## config.mk

```make
export PLATFORM = sky130hd
export DESIGN_NAME = alu_req_sequencer_flat
export DESIGN_NICKNAME = d
export VERILOG_FILES = /design/src/rtl/alu_req_sequencer_pkg.sv /design/src/rtl/alu_req_sequencer_if.sv /design/src/rtl/alu16.sv /design/src/rtl/alu_req_sequencer_rr_arb2.sv /design/src/rtl/alu_req_sequencer.sv /design/src/flat_wrapper.sv
export SDC_FILE = /design/constraint.sdc
export NUM_CORES = 1
export LEC_CHECK = 0
export ABC_AREA = 1
export BUFFER_PORTS_ARGS = -buffer_cell sky130_fd_sc_hd__buf_2
export CAP_MARGIN = 20
export CORE_AREA = 2 2 134 103
export DETAILED_ROUTE_END_ITERATION = 12
export DIE_AREA = 0 0 136 105
export HOLD_SLACK_MARGIN = 0.03
export PLACE_DENSITY = 0.78
export SKIP_LAST_GASP = 1
export SLEW_MARGIN = 20
export SYNTH_ARGS = -nofsm -noshare
export SYNTH_HDL_FRONTEND = slang
export SYNTH_SLANG_ARGS = --single-unit
```

## constraint.sdc

```tcl
create_clock -name clk -period 5.2 [get_ports clk]
set_clock_uncertainty 0.15 [all_clocks]
set_input_delay 0.78 -clock clk [delete_from_list [all_inputs] [get_ports clk]]
set_output_delay 0.78 -clock clk [all_outputs]
set_load 0.005 [all_outputs]
```

## src/rtl/alu_req_sequencer_pkg.sv

```systemverilog
// alu_req_sequencer_pkg: opcodes, ALU selects and sequencer states
package alu_req_sequencer_pkg;
   localparam logic [3:0] OP_ADD = 4'd0;
   localparam logic [3:0] OP_SUB = 4'd1;
   localparam logic [3:0] OP_XOR = 4'd2;
   localparam logic [3:0] OP_AND = 4'd3;
   localparam logic [3:0] OP_OR  = 4'd4;
   localparam logic [3:0] OP_INC = 4'd5;
   localparam logic [3:0] OP_SHL = 4'd6;
   localparam logic [3:0] OP_SHR = 4'd7;
   localparam logic [3:0] OP_MUL = 4'd8;

   localparam logic [2:0] SEL_ADD = 3'd0;
   localparam logic [2:0] SEL_SUB = 3'd1;
   localparam logic [2:0] SEL_XOR = 3'd2;
   localparam logic [2:0] SEL_AND = 3'd3;
   localparam logic [2:0] SEL_OR  = 3'd4;
   localparam logic [2:0] SEL_INC = 3'd5;
   localparam logic [2:0] SEL_SHL = 3'd6;
   localparam logic [2:0] SEL_SHR = 3'd7;

   typedef enum logic [2:0] {IDLE, EXEC, MUL_ADD, MUL_SHL, RESP} state_t;

   function automatic logic op_illegal(input logic [3:0] op);
      return op > OP_MUL;
   endfunction
endpackage

```

## src/rtl/alu_req_sequencer_if.sv

```systemverilog
// alu_req_sequencer_if: two request channels, response channel and busy status
interface alu_req_sequencer_if #(
   parameter int TAG_W  = 4,
   parameter int DATA_W = 16
) ();
   logic              r0_valid, r0_ready;
   logic [3:0]        r0_op;
   logic [DATA_W-1:0] r0_a, r0_b;
   logic [TAG_W-1:0]  r0_tag;
   logic              r1_valid, r1_ready;
   logic [3:0]        r1_op;
   logic [DATA_W-1:0] r1_a, r1_b;
   logic [TAG_W-1:0]  r1_tag;
   logic              rsp_valid, rsp_ready;
   logic [DATA_W-1:0] rsp_result;
   logic              rsp_zero, rsp_err, rsp_src;
   logic [TAG_W-1:0]  rsp_tag;
   logic              busy;

   modport master (
      output r0_valid, r0_op, r0_a, r0_b, r0_tag,
      output r1_valid, r1_op, r1_a, r1_b, r1_tag,
      input  r0_ready, r1_ready,
      input  rsp_valid, rsp_result, rsp_zero, rsp_err, rsp_src, rsp_tag, busy,
      output rsp_ready
   );

   modport slave (
      input  r0_valid, r0_op, r0_a, r0_b, r0_tag,
      input  r1_valid, r1_op, r1_a, r1_b, r1_tag,
      output r0_ready, r1_ready,
      output rsp_valid, rsp_result, rsp_zero, rsp_err, rsp_src, rsp_tag, busy,
      input  rsp_ready
   );
endinterface

```

## src/rtl/alu16.sv

```systemverilog
// alu16: 16-bit single-cycle ALU with eight operations and a zero flag
module alu16
   import alu_req_sequencer_pkg::*;
(
   input  logic [2:0]  sel_i,
   input  logic [15:0] a_i,
   input  logic [15:0] b_i,
   output logic [15:0] y_o,
   output logic        zero_o
);
   // operation select; shifts and increment ignore b
   always_comb begin
      y_o = a_i + b_i;
      case (sel_i)
         SEL_SUB: y_o = a_i - b_i;
         SEL_XOR: y_o = a_i ^ b_i;
         SEL_AND: y_o = a_i & b_i;
         SEL_OR:  y_o = a_i | b_i;
         SEL_INC: y_o = a_i + 16'd1;
         SEL_SHL: y_o = a_i << 1;
         SEL_SHR: y_o = a_i >> 1;
         default: y_o = a_i + b_i;
      endcase
   end

   assign zero_o = (y_o == '0);
endmodule

```

## src/rtl/alu_req_sequencer_rr_arb2.sv

```systemverilog
// rr_arb2: two-requester round-robin arbiter with registered priority pointer
module rr_arb2 (
   input  logic       clk,
   input  logic       rst_n,
   input  logic [1:0] req_i,
   input  logic       en_i,
   output logic [1:0] gnt_o
);
   logic ptr_q, ptr_d, pick1;

   // grant the lone requester, or the pointer's choice when both ask
   always_comb begin
      pick1 = req_i[1] & (~req_i[0] | ptr_q);
      gnt_o = en_i ? {pick1, req_i[0] & ~pick1} : 2'b00;
      ptr_d = (|gnt_o) ? gnt_o[0] : ptr_q;
   end

   // pointer moves to the requester that was not just served
   always_ff @(posedge clk or negedge rst_n) begin
      if (!rst_n) ptr_q <= 1'b0;
      else        ptr_q <= ptr_d;
   end
endmodule

```

## src/rtl/alu_req_sequencer.sv

```systemverilog
// alu_req_sequencer: shares one ALU between two requesters, builds MUL from add/shift passes
module alu_req_sequencer
   import alu_req_sequencer_pkg::*;
#(
   parameter int TAG_W  = 4,
   parameter int DATA_W = 16
) (
   input logic                clk,
   input logic                rst_n,
   alu_req_sequencer_if.slave bus
);
   state_t            state_q, state_d;
   logic [1:0]        gnt;
   logic              accept;
   logic [3:0]        req_op;
   logic [DATA_W-1:0] req_a, req_b;
   logic [TAG_W-1:0]  req_tag;
   logic [2:0]        op_q;
   logic [DATA_W-1:0] a_q, b_q, acc_q, res_q;
   logic [3:0]        cnt_q;
   logic [TAG_W-1:0]  tag_q;
   logic              src_q, zero_q, err_q;
   logic [2:0]        alu_sel;
   logic [DATA_W-1:0] alu_a, alu_b, alu_y;
   logic              alu_zero;

   rr_arb2 u_arb (
      .clk   (clk),
      .rst_n (rst_n),
      .req_i ({bus.r1_valid, bus.r0_valid}),
      .en_i  (state_q == IDLE),
      .gnt_o (gnt)
   );

   alu16 u_alu (
      .sel_i  (alu_sel),
      .a_i    (alu_a),
      .b_i    (alu_b),
      .y_o    (alu_y),
      .zero_o (alu_zero)
   );

   // select the granted requester's fields
   always_comb begin
      accept  = |gnt;
      req_op  = gnt[1] ? bus.r1_op  : bus.r0_op;
      req_a   = gnt[1] ? bus.r1_a   : bus.r0_a;
      req_b   = gnt[1] ? bus.r1_b   : bus.r0_b;
      req_tag = gnt[1] ? bus.r1_tag : bus.r0_tag;
   end

   // state register
   always_ff @(posedge clk or negedge rst_n) begin
      if (!rst_n) state_q <= IDLE;
      else        state_q <= state_d;
   end

   // next state: illegal ops skip straight to RESP, MUL loops 16 add/shift pairs
   always_comb begin
      state_d = state_q;
      case (state_q)
         IDLE:    if (accept) state_d = op_illegal(req_op) ? RESP : (req_op == OP_MUL) ? MUL_ADD : EXEC;
         EXEC:    state_d = RESP;
         MUL_ADD: state_d = MUL_SHL;
         MUL_SHL: state_d = (cnt_q == 4'd15) ? RESP : MUL_ADD;
         RESP:    if (bus.rsp_ready) state_d = IDLE;
         default: state_d = IDLE;
      endcase
   end

   // outputs: handshakes, response fields and ALU operand steering (zeros when idle)
   always_comb begin
      bus.r0_ready   = gnt[0];
      bus.r1_ready   = gnt[1];
      bus.busy       = (state_q != IDLE);
      bus.rsp_valid  = (state_q == RESP);
      bus.rsp_result = res_q;
      bus.rsp_zero   = zero_q;
      bus.rsp_err    = err_q;
      bus.rsp_src    = src_q;
      bus.rsp_tag    = tag_q;
      alu_sel = (state_q == EXEC) ? op_q : (state_q == MUL_SHL) ? SEL_SHL : SEL_ADD;
      alu_a   = (state_q == EXEC || state_q == MUL_SHL) ? a_q : (state_q == MUL_ADD) ? acc_q : '0;
      alu_b   = (state_q == EXEC) ? b_q : (state_q == MUL_ADD) ? a_q : '0;
   end

   // datapath: capture on accept, a_q doubles as multiplicand and b_q as multiplier
   always_ff @(posedge clk or negedge rst_n) begin
      if (!rst_n) begin
         op_q   <= '0;
         a_q    <= '0;
         b_q    <= '0;
         acc_q  <= '0;
         cnt_q  <= '0;
         tag_q  <= '0;
         src_q  <= 1'b0;
         res_q  <= '0;
         zero_q <= 1'b0;
         err_q  <= 1'b0;
      end else begin
         case (state_q)
            IDLE: if (accept) begin
               op_q  <= req_op[2:0];
               a_q   <= req_a;
               b_q   <= req_b;
               acc_q <= '0;
               cnt_q <= '0;
               tag_q <= req_tag;
               src_q <= gnt[1];
               err_q <= op_illegal(req_op);
               if (op_illegal(req_op)) begin
                  res_q  <= '0;
                  zero_q <= 1'b0;
               end
            end
            EXEC: begin
               res_q  <= alu_y;
               zero_q <= alu_zero;
            end
            MUL_ADD: if (b_q[0]) acc_q <= alu_y;
            MUL_SHL: begin
               a_q   <= alu_y;
               b_q   <= b_q >> 1;
               cnt_q <= cnt_q + 4'd1;
               if (cnt_q == 4'd15) begin
                  res_q  <= acc_q;
                  zero_q <= (acc_q == '0);
               end
            end
            default: ;
         endcase
      end
   end
endmodule

```

## src/flat_wrapper.sv

```systemverilog
// flat-port wrapper written by rule: the top's interface ports become plain ports
module alu_req_sequencer_flat import alu_req_sequencer_pkg::*;
#(
   parameter int TAG_W  = 4,
   parameter int DATA_W = 16
)
  (clk, rst_n, bus_r0_valid, bus_r0_op, bus_r0_a, bus_r0_b, bus_r0_tag, bus_r1_valid, bus_r1_op, bus_r1_a, bus_r1_b, bus_r1_tag, bus_r0_ready, bus_r1_ready, bus_rsp_valid, bus_rsp_result, bus_rsp_zero, bus_rsp_err, bus_rsp_src, bus_rsp_tag, bus_busy, bus_rsp_ready);
  alu_req_sequencer_if #(.TAG_W(TAG_W), .DATA_W(DATA_W)) bus_i ();
  input logic clk;
  input logic rst_n;
  input wire logic [$bits(bus_i.r0_valid)-1:0] bus_r0_valid;
  input wire logic [$bits(bus_i.r0_op)-1:0] bus_r0_op;
  input wire logic [$bits(bus_i.r0_a)-1:0] bus_r0_a;
  input wire logic [$bits(bus_i.r0_b)-1:0] bus_r0_b;
  input wire logic [$bits(bus_i.r0_tag)-1:0] bus_r0_tag;
  input wire logic [$bits(bus_i.r1_valid)-1:0] bus_r1_valid;
  input wire logic [$bits(bus_i.r1_op)-1:0] bus_r1_op;
  input wire logic [$bits(bus_i.r1_a)-1:0] bus_r1_a;
  input wire logic [$bits(bus_i.r1_b)-1:0] bus_r1_b;
  input wire logic [$bits(bus_i.r1_tag)-1:0] bus_r1_tag;
  output wire logic [$bits(bus_i.r0_ready)-1:0] bus_r0_ready;
  output wire logic [$bits(bus_i.r1_ready)-1:0] bus_r1_ready;
  output wire logic [$bits(bus_i.rsp_valid)-1:0] bus_rsp_valid;
  output wire logic [$bits(bus_i.rsp_result)-1:0] bus_rsp_result;
  output wire logic [$bits(bus_i.rsp_zero)-1:0] bus_rsp_zero;
  output wire logic [$bits(bus_i.rsp_err)-1:0] bus_rsp_err;
  output wire logic [$bits(bus_i.rsp_src)-1:0] bus_rsp_src;
  output wire logic [$bits(bus_i.rsp_tag)-1:0] bus_rsp_tag;
  output wire logic [$bits(bus_i.busy)-1:0] bus_busy;
  input wire logic [$bits(bus_i.rsp_ready)-1:0] bus_rsp_ready;
  assign bus_i.r0_valid = bus_r0_valid;
  assign bus_i.r0_op = bus_r0_op;
  assign bus_i.r0_a = bus_r0_a;
  assign bus_i.r0_b = bus_r0_b;
  assign bus_i.r0_tag = bus_r0_tag;
  assign bus_i.r1_valid = bus_r1_valid;
  assign bus_i.r1_op = bus_r1_op;
  assign bus_i.r1_a = bus_r1_a;
  assign bus_i.r1_b = bus_r1_b;
  assign bus_i.r1_tag = bus_r1_tag;
  assign bus_r0_ready = bus_i.r0_ready;
  assign bus_r1_ready = bus_i.r1_ready;
  assign bus_rsp_valid = bus_i.rsp_valid;
  assign bus_rsp_result = bus_i.rsp_result;
  assign bus_rsp_zero = bus_i.rsp_zero;
  assign bus_rsp_err = bus_i.rsp_err;
  assign bus_rsp_src = bus_i.rsp_src;
  assign bus_rsp_tag = bus_i.rsp_tag;
  assign bus_busy = bus_i.busy;
  assign bus_i.rsp_ready = bus_rsp_ready;
  alu_req_sequencer #(.TAG_W(TAG_W), .DATA_W(DATA_W)) u_core (.clk(clk), .rst_n(rst_n), .bus(bus_i));
endmodule
```

* Word-level counts from Yosys, hierarchy flattened
Index checks and enable logic that the tools add are counted.
** Word-level totals
- Register bits :: 82
- Bits of input ports :: 85
- Output and inout port bits :: 27
- Word-level logic and storage cells :: 92
** Operators by class
- Add/subtract/negate cells :: 4
- Order comparisons :: 1
- Eq/ne operators :: 18
- Mux-type cells :: 35
- Bitwise logic cells :: 8
- Reductions and logical operators :: 14
** Operators by type and width (count)
- 16-bit two-way mux :: 13
- 16-bit case mux with 7 select lines :: 1
- 16-bit case mux with 2 select lines :: 3
- 16-bit case mux with 3 select lines :: 1
- 16-bit zero test :: 2
- 3-bit two-way mux :: 6
- 16-bit by 1-bit adder with 16-bit output (second input constant) :: 1
- 16-bit adder :: 1
- 16-bit AND :: 1
- 16-bit bitwise OR :: 1
- 16-bit subtractor :: 1
- 16-bit XOR :: 1
- 3-bit equality test (second input constant) :: 5
- 3-bit case mux with 5 select lines :: 1
- 3-bit by 2-bit equality test with 1-bit output (second input constant) :: 4
- 4-bit two-way mux :: 3
- 2-bit by 1-bit inequality test with 1-bit output (second input constant) :: 5
- 4-bit equality test (second input constant) :: 2
- 4-bit case mux with 2 select lines :: 1
- 3-bit by 1-bit equality test with 1-bit output (second input constant) :: 2
- 2-bit AND reduction :: 3
- 3-bit nonzero test :: 2
- 4-bit by 1-bit adder with 4-bit output (second input constant) :: 1
- 4-bit greater-than comparator (second input constant) :: 1
- 12 further kinds :: 18

* Depth between registers and ports, before layout
- Depth after elaboration :: 12
- Mapped depth :: 30
- Depth with buffers taken out :: 29

* Modules after synthesis
From an unflattened synthesis, not the netlist that was laid out.
** Second synthesis, totals
- Cells, all modules :: 1137
- Area, all modules :: 7344.5 um2
** Modules (own cells, without submodules)
- alu_req_sequencer :: instances 1, cells an instance 624, area each 4576.9 um2, sequential area each 2026.9 um2
- alu16 :: instances 1, cells an instance 503, area each 2698.8 um2, sequential area each 0.0 um2
- rr_arb2 :: instances 1, cells an instance 10, area each 68.8 um2, sequential area each 25.0 um2

* Worst setup path before layout
No wires, ideal clock.
- Path type :: register to register
- Start :: register u_core.state_q[2]
- End :: register u_core.a_q[15]
- Library setup time :: 0.136 ns
- Arrival time :: 3.614 ns
- Data required time :: 4.914 ns
- Setup slack :: 1.300 ns
- Stages on the path, launching flop included :: 30
- Path buffers :: 1
- Clock period less this slack :: 3.900 ns
- Cell sequence :: dfrtp_1 > inv_2 > buf_6 > nand3_4 > inv_4 > nand2_1 > nand2_2 > inv_2 > ha_1 > inv_1 > nor2_1 > nand3_1 > nor4_1 > nor2_1 > nor2_1 > a21oi_1 > o21ai_0 > a21oi_1 > ha_1 > a21o_1 > a221oi_1 > a21boi_0 > and2_1 > inv_1 > nand2_1 > nand2_1 > nand2_1 > nand2_2 > nand2_1 > o311ai_1
** Between the ends
- Longest elaborated chain between the ends :: 6
- Elaborated cells on any way between the ends :: 33
- Those cells by class :: add/sub (3); eq/ne (11); mux (11); bitwise (3); reduce/logical (5)
** Ends and longest elaborated chain
- start, declared :: line alu_req_sequencer.sv:12 : state_t state_q, state_d;
- start signal, assigned :: line alu_req_sequencer.sv:55 : else state_q <= state_d;
- 3-bit by 2-bit equality test with 1-bit output (tied with other cells) :: line alu_req_sequencer.sv:83, alu_req_sequencer.sv:84
- 16-bit two-way mux (tied with other cells) (2 in series) :: line alu_req_sequencer.sv:83 : alu_a = (state_q == EXEC || state_q == MUL_SHL) ? a_q : (state_q == MUL_ADD) ? acc_q : '0;
- 16-bit adder (tied with other cells)
- 16-bit case mux with 7 select lines :: line alu16.sv:14 : case (sel_i)
- 16-bit case mux with 2 select lines :: line alu_req_sequencer.sv:101 : case (state_q)
- end signal, assigned :: line alu_req_sequencer.sv:104 : a_q <= req_a;
- end signal, assigned :: line alu_req_sequencer.sv:122 : a_q <= alu_y;
- end, declared :: line alu_req_sequencer.sv:19 : logic [DATA_W-1:0] a_q, b_q, acc_q, res_q;
Parallel ways exist; a longest one is shown, timed or not. The select of a mux whose other input is x is not followed.
A chain may end at the register's enable or synchronous reset.

* Worst setup path in the final report
Ends and elaborated chain as after synthesis.

==> qor.yml <==
yosys:
  async_reset_ff_frac: 1.00
  yosysWarnings: 0
  synth_xor_xnor_area_share: 0.00749
  yosys_most_used_dff: "dfrtp_1"
  synth_cell_types: 56
  synth_edf_count: 0
  synth_adder_area_share: 0.0866
  synth_compound_area_frac: 0.171
  ys_seq_elements: 82
  netlist_area_um2: 7020
  syn_inst: 978
  yosys.area_share.simple: 0.310
  yosysSeqAreaShare: 0.292
  synth_top_family_by_area: "simple AND/OR/NAND/NOR gates"
  synth_nets: 1111
  muxShareOfSynthArea: 0.0328
  avgSynthCellArea_um2: 7.18
min_path:
  hold_class: "in -> async"
sta:
  hold_viol: 0
  rsz0062_at_grt: "false"
  hold_slack_ns: 0.324
  setup-violations-final: 0
  tightest_slew_ns: 0.848
  slew_headroom: 0.434
  fin_crit_ns: 4.60
  drv_slew: 0
  finalCritPeriodShare: 0.884
  fin_setup_tns_ns: 0
  max_freq_ghz: 0.218
floorplanning:
  std_cell_rows: 36
  start_util: 0.545
  io_pins: 112
  die_h_um: 105
  core_area_um2: 12900
  chipWidth_um: 136
  dieArea_um2: 14300
detailed_routing:
  drtPass1Iterations: 7
  drtIter0Drc: 827
  wl_per_cell_um: 18.5
  num_vias: 7512
  postRouteAntennaNets: 0
  viasPerCell: 6.00
  drc_errors: 0
  finalWirelength_mm: 23.2
critical_path:
  cpMostUsedCell: "nand2_1"
  cp.arrival_ns: 4.66
  critical_path_class: "reg -> reg"
  cpLargestDelayFamily: "simple AND/OR/NAND/NOR gates"
  slowest_delay_ns: 0.49
  cp-end-kind: "register"
  crit_fanout: 20
  start_kind: "register"
  cp_data_required_time_ns: 5.26
  cp_num_buf_inv: 5
  crit_path_top_delay_cell: "dfrtp_1"
cells_and_area:
  multi_input_area_um2: 4270
  area_growth_pct: 14.0
  ff_latch_area_um2: 2050
  fillers: 1194
  nets: 1209
  diodes: 0
  postLayoutCellArea_um2: 8000
  drive_above_1_share: 0.191
  fin_util: 0.621
pwr:
  p_per_area_nw_per_um2: 535
  p_leak_nw: 4.06
  vdd_drop_max_uv: 381
grt:
  overflow: 0
  grt_pass1_vias: 6791
  antenna_found_initial: 0
  grt_first_pass_wirelength_mm: 37.1
  grt_usage: 0.333
  grt_start_max_net_pins: 83
placement:
  hpwl_mm: 17.6
  io_buffer_count: 111
  place_congestion: 1.01
  dpl-instance-area_um2: 7670
clocking:
  clk_latency_ns: 0.34
  cts_num_sinks: 82
  root_buffer: "clkbuf_16"
  holdBufCountCts: 0
  clk_pin_slew_ns: 0.07
  postCtsSetupBuffers: 0
  cts_tree: "built"
  cts_buffers: 9
  h-tree-depth: 3
  clockBufferDepth: 2
run_status:
  outcome: "complete, no violations"
run:
  drv_cap: 0
[layer usage]
metal / up-vias / global-route usage / routed length (µm)
met5: - / 0 / 0
met1: 3510 / 0.502 / 10300
met3: 55 / 0.0951 / 2810
met2: 445 / 0.470 / 9620
li1: 3502 / - / -
met4: 0 / 0.0722 / 486
[cells in the mapped netlist (11+ instances only)]
cell type	count	area share
a21oi_1	50	0.036
buf_2	11	0.0078
clkbuf_1	14	0.0075
dfrtp_1	82	0.29
ha_1	47	0.084
inv_1	112	0.060
inv_2	11	0.0059
mux2i_1	23	0.033
nand2_1	222	0.12
nand2_2	12	0.011
nand3_1	60	0.043
nand4_1	28	0.025
nor2_1	94	0.050
nor3_1	13	0.0093
o21ai_0	44	0.031
o221ai_1	21	0.026
o22ai_1	18	0.016
[through the flow]
step / instances / power, mW / setup slack (ns)
after floorplan: 978 / 2.77 / 1.30
after global placement: 1236 / 3.44 / 0.780
after detailed placement: 1236 / 3.49 / 0.594
after CTS: 1252 / 4.20 / 0.570
after global routing: 1252 / 4.57 / 0.103
final: 1252 / 4.28 / 0.602
[cells in the final DEF, fill, tap and decap left out, types with 10 or more instances in the layout]
cell type and n:
dfrtp_1 82, o21ai_0 44, ha_1 47, buf_2 110
nor2_1 93, nand4_1 28, mux2i_1 23, nand2_1 222
nor3_1 13, buf_4 14, inv_1 112, o22ai_1 18
nor2_2 10, o221ai_1 21, inv_2 11, a21oi_1 50
nand2_2 12, nand3_1 60
[report_power, final]
part / internal [mW] / total [mW] / switching [mW] / leakage, nW
Clock: 0.428 / 0.703 / 0.276 / 0.159
Combinational: 0.802 / 2.48 / 1.68 / 2.87
Sequential: 0.879 / 1.10 / 0.218 / 1.03
Total: 2.11 / 4.28 / 2.18 / 4.06
[kinds of logic (layout without fill, tap and decap cells)]
family | count (synthesis) | count (layout)
xor+xnor | 6 | 6
mux | 23 | 23
buf+inv | 163 | 266
fa+ha+maj | 48 | 48
compound gates | 188 | 188
simple gates | 468 | 468
flops | 82 | 82
[cell type report]
| class | count | share of cell area |
|---|---|---|
| repair buffers | 125 | 0.0833 |
| well taps | 171 | 0.0267 |
| inverters | 125 | 0.0593 |
| clock buffers | 10 | 0.0286 |
| multi-input cells | 733 | 0.533 |
| clock inverters | 6 | 0.0122 |
| flip-flops and latches | 82 | 0.256 |
[repair_timing]
| item | CTS | global route |
|---|---|---|
| endpoints found under the hold margin | 0 | 0 |
| gates resized for setup | 0 | 1 |
| endpoints found under the setup margin | 0 | 2 |
[final timing paths]
path	depth (start not counted)	end	startpoint	slack, ns
max	28	u_core.a_q[15]$_DFFE_PN0P_	u_core.state_q[2]$_DFFE_PN0P_	0.60
min	1	u_core.bus.rsp_tag[1]$_DFFE_PN0P_	rst_n	0.32
max reg2reg	28	u_core.a_q[15]$_DFFE_PN0P_	u_core.state_q[2]$_DFFE_PN0P_	0.60
min reg2reg	1	u_core.cnt_q[3]$_DFFE_PN0P_	u_core.cnt_q[3]$_DFFE_PN0P_	0.33
max in group asynchronous	1	u_core.op_q[2]$_DFFE_PN0P_	rst_n	4.06
min in group clk	1	u_core.cnt_q[3]$_DFFE_PN0P_	u_core.cnt_q[3]$_DFFE_PN0P_	0.33
[registers in the layout, indices dropped and copies added (netlist names)]
signal and flops:
u_core.a_q 16, u_core.b_q 16, u_core.bus.rsp_result 16, u_core.bus.rsp_tag 4, u_core.bus.rsp_src 1, u_core.bus.rsp_err 1, u_core.u_arb.ptr_q 1, u_core.op_q 3
u_core.acc_q 16, u_core.bus.rsp_zero 1, u_core.state_q 3, u_core.cnt_q 4
Note: power is estimated with default switching activity, not from simulation.
